`src/rtl/store_size_unit.sv`:
```
`default_nettype none
// ---------------------------------------------------------------------------
// store_size_unit : sw/sh/sb store engine, read-modify-write for partial words.
// Revision: 1.0 -- initial release. Optional: STORE_ALIGN_CHECK_EN.
// ---------------------------------------------------------------------------
module store_size_unit #(
  parameter int MEM_RD_LATENCY = 1
) (
  input  logic        clk,
  input  logic        reset,
  input  logic        start,
  input  logic [1:0]  store_size_control,
  input  logic [31:0] store_addr,
  input  logic [31:0] b_input,
  input  logic [31:0] mem_data_in,
  output logic [31:0] mem_addr,
  output logic        mem_rd,
  output logic        mem_wr,
  output logic [31:0] mem_data_out,
  output logic        busy,
  output logic        done,
  output logic        misaligned
);

  typedef enum logic [2:0] {
    S_IDLE  = 3'd0,
    S_READ  = 3'd1,
    S_WAIT  = 3'd2,
    S_WRITE = 3'd3,
    S_DONE  = 3'd4
  } state_t;

  localparam logic [2:0] WAIT_LAST = 3'(MEM_RD_LATENCY - 1);

  state_t      state;
  state_t      state_next;
  logic [1:0]  size_q;
  logic [31:0] addr_q;
  logic [31:0] merge_q;
  logic [2:0]  wait_cnt;
  logic        req_is_sw;
  logic        req_fault;
  logic        wait_last;
  logic [31:0] merged;

  // 2'b11 is handled exactly like a full-word store.
  assign req_is_sw = ~(store_size_control[1] ^ store_size_control[0]);
  assign wait_last = (wait_cnt == WAIT_LAST);

`ifdef STORE_ALIGN_CHECK_EN
  logic misal_q;
  assign req_fault = (req_is_sw && (store_addr[1:0] != 2'b00)) ||
                     ((store_size_control == 2'b01) && store_addr[0]);
`else
  assign req_fault = 1'b0;
`endif

  // merge_q carries the register data until the memory word arrives.
  always_comb begin
    merged = merge_q;
    case (size_q)
      2'b01:   merged = {mem_data_in[31:16], merge_q[15:0]};
      2'b10:   merged = {mem_data_in[31:8],  merge_q[7:0]};
      default: merged = merge_q;
    endcase
  end

  always_ff @(posedge clk or posedge reset) begin
    if (reset) begin
      state <= S_IDLE;
    end else begin
      state <= state_next;
    end
  end

  always_comb begin
    state_next   = state;
    busy         = (state != S_IDLE);
    mem_rd       = 1'b0;
    mem_wr       = 1'b0;
    done         = 1'b0;
    mem_addr     = busy ? addr_q : 32'd0;
    mem_data_out = 32'd0;
    case (state)
      S_IDLE: begin
        if (start) begin
          if (req_fault)      state_next = S_DONE;
          else if (req_is_sw) state_next = S_WRITE;
          else                state_next = S_READ;
        end
      end
      S_READ: begin
        mem_rd     = 1'b1;
        state_next = S_WAIT;
      end
      S_WAIT: begin
        if (wait_last) state_next = S_WRITE;
      end
      S_WRITE: begin
        mem_wr       = 1'b1;
        mem_data_out = merge_q;
        state_next   = S_DONE;
      end
      S_DONE: begin
        done       = 1'b1;
        state_next = S_IDLE;
      end
      default: state_next = S_IDLE;
    endcase
  end

  always_ff @(posedge clk or posedge reset) begin
    if (reset) begin
      size_q   <= 2'b00;
      addr_q   <= 32'd0;
      merge_q  <= 32'd0;
      wait_cnt <= 3'd0;
    end else begin
      case (state)
        S_IDLE: begin
          if (start) begin
            size_q  <= store_size_control;
            addr_q  <= store_addr;
            merge_q <= b_input;
          end
        end
        S_READ: wait_cnt <= 3'd0;
        S_WAIT: begin
          wait_cnt <= wait_cnt + 3'd1;
          if (wait_last) merge_q <= merged;
        end
        default: ;
      endcase
    end
  end

`ifdef STORE_ALIGN_CHECK_EN
  always_ff @(posedge clk or posedge reset) begin
    if (reset) begin
      misal_q <= 1'b0;
    end else if (state == S_IDLE && start) begin
      misal_q <= req_fault;
    end
  end
  assign misaligned = (state == S_DONE) && misal_q;
`else
  assign misaligned = 1'b0;
`endif

endmodule
`default_nettype wire
```
`config.mk`:
```
export PLATFORM = sky130hd
export DESIGN_NAME = store_size_unit
export DESIGN_NICKNAME = d
export VERILOG_FILES = /design/src/rtl/store_size_unit.sv
export SDC_FILE = /design/constraint.sdc
export NUM_CORES = 1
export LEC_CHECK = 0
export ABC_AREA = 1
export BUFFER_PORTS_ARGS = -buffer_cell sky130_fd_sc_hd__clkbuf_2
export CELL_PAD_IN_SITES_DETAIL_PLACEMENT = 2
export CELL_PAD_IN_SITES_GLOBAL_PLACEMENT = 2
export CORE_ASPECT_RATIO = 1.1
export CORE_MARGIN = 1
export CORE_UTILIZATION = 28
export CTS_BUF_LIST = sky130_fd_sc_hd__clkbuf_16
export CTS_CLUSTER_DIAMETER = 60
export CTS_CLUSTER_SIZE = 20
export DETAILED_ROUTE_END_ITERATION = 10
export GPL_TIMING_DRIVEN = 0
export PLACE_DENSITY = 0.84
export RECOVER_POWER = 100
export REMOVE_ABC_BUFFERS = 1
export SLEW_MARGIN = 25
export SYNTH_ARGS = -nofsm -noshare
export SYNTH_HDL_FRONTEND = slang
export SYNTH_SLANG_ARGS = --single-unit
export TNS_END_PERCENT = 1
```
`constraint.sdc`:
```
create_clock -name clk -period 4.6 [get_ports clk]
set_input_delay 0.23 -clock clk [delete_from_list [all_inputs] [get_ports clk]]
set_output_delay 0.23 -clock clk [all_outputs]
set_load 0.005 [all_outputs]
```
==> impl_metrics.csv <==
group,metric,value,unit
synthesis,synth_warnings,0,
synthesis,synth_seq_cells,72,
synthesis,synth_top_family_by_area,"simple AND/OR/NAND/NOR gates",
synthesis,synthMuxAreaShare,0,
routing,drc,0,
grt,grt_pass1_vias,3932,
critical_path,crit_required,4.80,ns
die,initial_utilization,0.286,
critical_path,r2r-end,"addr_q[14]",
final_layout,n_fill_cell,1695,
routing,postRouteAntennaNets,0,
grt,grt_usage,0.173,
critical_path,reg2reg_from,"state[0]",
synthesis,synthAdderAreaFrac,0.0127,
routing,drt-total-wl,12000,um
placed_design,io_buffers,160,
routing,drt-pass1-iter-count,4,
sta,hold_violations,0,
grt,grt_first_pass_wirelength,19400,um
critical_path,criticalPathCategory,"reg -> reg",
flow_run,max-cap-violations,3,
grt,overflow,0,
die,rows,45,
routing,wl_met3,679,um
pwr,leakagePower,2.81,nW
routing,viasPerCell,4.38,
routing,top_layer_used,"met4",
die,fp.dieW,115,um
routing,wl_met2,6040,um
placed_design,gp_congestion,0.692,
final_layout,nets,761,
status,status,"finished with violations",
sta,worstMarginPinSlew,2.10,ns
synthesis,syn-instance-count,508,
hold_path,hold_path_class,"in -> reg",
final_layout,final_cell_mix,"clkbuf_2, nor2_1, nand2_1",
synthesis,synth.avg_cell_area,7.74,sq um
sta,post-route-period-util,0.732,
clocking,numCtsBuffers,9,
final_layout,post-route-util,0.363,
sta,finalSetupViolCount,0,
sta,drv_slew,99,
synthesis,synth-compound-area-share,0.121,
routing,wl_met1,5140,um
final_layout,area_growth,27.0,%
synthesis,yosys.area_share.simple,0.260,
sta,fmax,297,MHz
clocking,numClockSinks,72,
clocking,cts_buffer_depth,2,
critical_path,reg2reg_depth,6,
die,die_y,126,um
synthesis,ys_seq_area_frac,0.458,
die,core,13700,sq um
critical_path,arrival,3.56,ns
pwr,irDropWorstVdd,0.291,mV
pwr,powerDensity,688,nW/um^2
placed_design,dp_slack,1.96,ns
routing,first_iter_violations,143,
clocking,insertion_delay,0.34,ns
sta,tns,0,ns
critical_path,cp-startpoint,"state[0]",
sta,rsz0062_at_grt,"no",
die,dieArea,14500,sq um
clocking,cts_tree,"done",
final_layout,regArea,1800,sq um
final_layout,drive_gt1_frac,0.282,
placed_design,dp_hpwl,8690,um
routing,wl_per_cell,14.2,um
final_layout,multiInputGateArea,1570,sq um
hold_path,hold_depth,3,
routing,num_vias,3711,
sta,skew,0.00775,ns
synthesis,yosys.area_share.xor_xnor,0.00445,
sta,min_period,3.37,ns
final_layout,final_common_cell,"clkbuf_2",
sta,slew_headroom,-0.406,
grt,antenna_found_initial,0,
critical_path,r2r_slack,1.23,ns
critical_path,crit_path_end_kind,"register",
clocking,h-tree-depth,3,
clocking,cts.clk_slew.worst_paths,0.06,ns
critical_path,start_kind,"register",
grt,grt_start_max_net_pins,85,
status,violations,"capacitance limit, slew limit",
clocking,cts_root_buf,"clkbuf_16",
synthesis,netlist_area,3930,sq um
die,io_pins,170,
hold_path,hold_start,"store_addr[27]",
final_layout,antenna_cells,0,
clocking,cts_setup_buffers,0,
critical_path,crit_fanout,84,
synthesis,synth_cell_types,26,
critical_path,cp-endpoint,"addr_q[14]",
sta,setup_slack,1.23,ns
==> state kept, by name (all words and copies together) (netlist names) <==
register	flops
merge_q	32
wait_cnt	3
addr_q	32
size_q	2
state	3
==> cell families after synthesis <==
group / count (synthesis)
AND/OR/NAND/NOR: 245
other: 1
buffers and inverters: 121
adder cells (fa/ha/maj): 4
XOR/XNOR: 2
AO/OA/AOI/OAI: 63
flip-flops: 72
==> power breakdown <==
| part | switching [mW] | internal (mW) | total (mW) |
|---|---|---|---|
| registers | 0.155 | 0.943 | 1.10 |
| clock network | 0.263 | 0.354 | 0.617 |
| logic | 1.14 | 0.582 | 1.72 |
| total | 1.55 | 1.88 | 3.43 |
==> synthesized netlist by cell type (all sizes together) <==
cell,number,area (sq um)
o21ai,19,95.1
a21oi,43,373
nand2,110,433
xnor2,2,17.5
inv,96,363
nor3,4,20.0
o22ai,1,6.26
clkbuf,9,63.8
nand3b,16,120
nor2,110,423
buf,16,138
ha,4,50.1
dfrtp,72,1800
nand3,5,25.0
conb,1,3.75
==> area by class of cell <==
cell class	count	area share
flip-flops and latches	72	0.361
multi-input cells	315	0.314
repair buffers	162	0.154
inverters	96	0.0729
well taps	188	0.0471
clock buffers	9	0.0451
clock inverters	5	0.00526
==> worst min path at each step <==
stage | to | slack, ns
after CTS | addr_q[27] | 0.12
after floorplan | addr_q[0] | 0.38
after global routing | addr_q[13] | 0.14
after detailed placement | addr_q[9] | 0.35
final | addr_q[27] | 0.13
after global placement | merge_q[12] | 0.47
==> layer usage <==
| layer | track usage | vias up |
|---|---|---|
| li1 | - | 1797 |
| met1 | 0.202 | 1793 |
| met2 | 0.311 | 111 |
| met3 | 0.0315 | 10 |
| met4 | 0.0688 | 0 |
| met5 | 0 | - |
==> metrics by stage <==
step / total power [mW] / instances / area [sq um] / hold WS (ns)
floorplan: 2.20 / 483 / 3730 / 0.382
global placement: 2.83 / 831 / 4770 / 0.465
detailed placement: 2.95 / 832 / 4810 / 0.350
CTS: 3.59 / 847 / 5070 / 0.119
global route: 3.78 / 847 / 4990 / 0.144
finish: 3.43 / 847 / 4990 / 0.132
==> repair_timing <==
action / 4_1_cts / 5_1_grt
hold buffers: 1 / 0
resized for setup: 0 / 0
endpoints found under the hold margin: 44 / 0
endpoints found under the setup margin: 0 / 0
==> critical path, stage by stage (launching register included) <==
cell,delay [ns]
dfrtp_1,0.42
nor2_1,1.38
nand2_4,0.12
inv_4,0.42
nand2_8,0.43
nor2_1,0.30
a21oi_2,0.05
(Power assumes the default switching activity.)
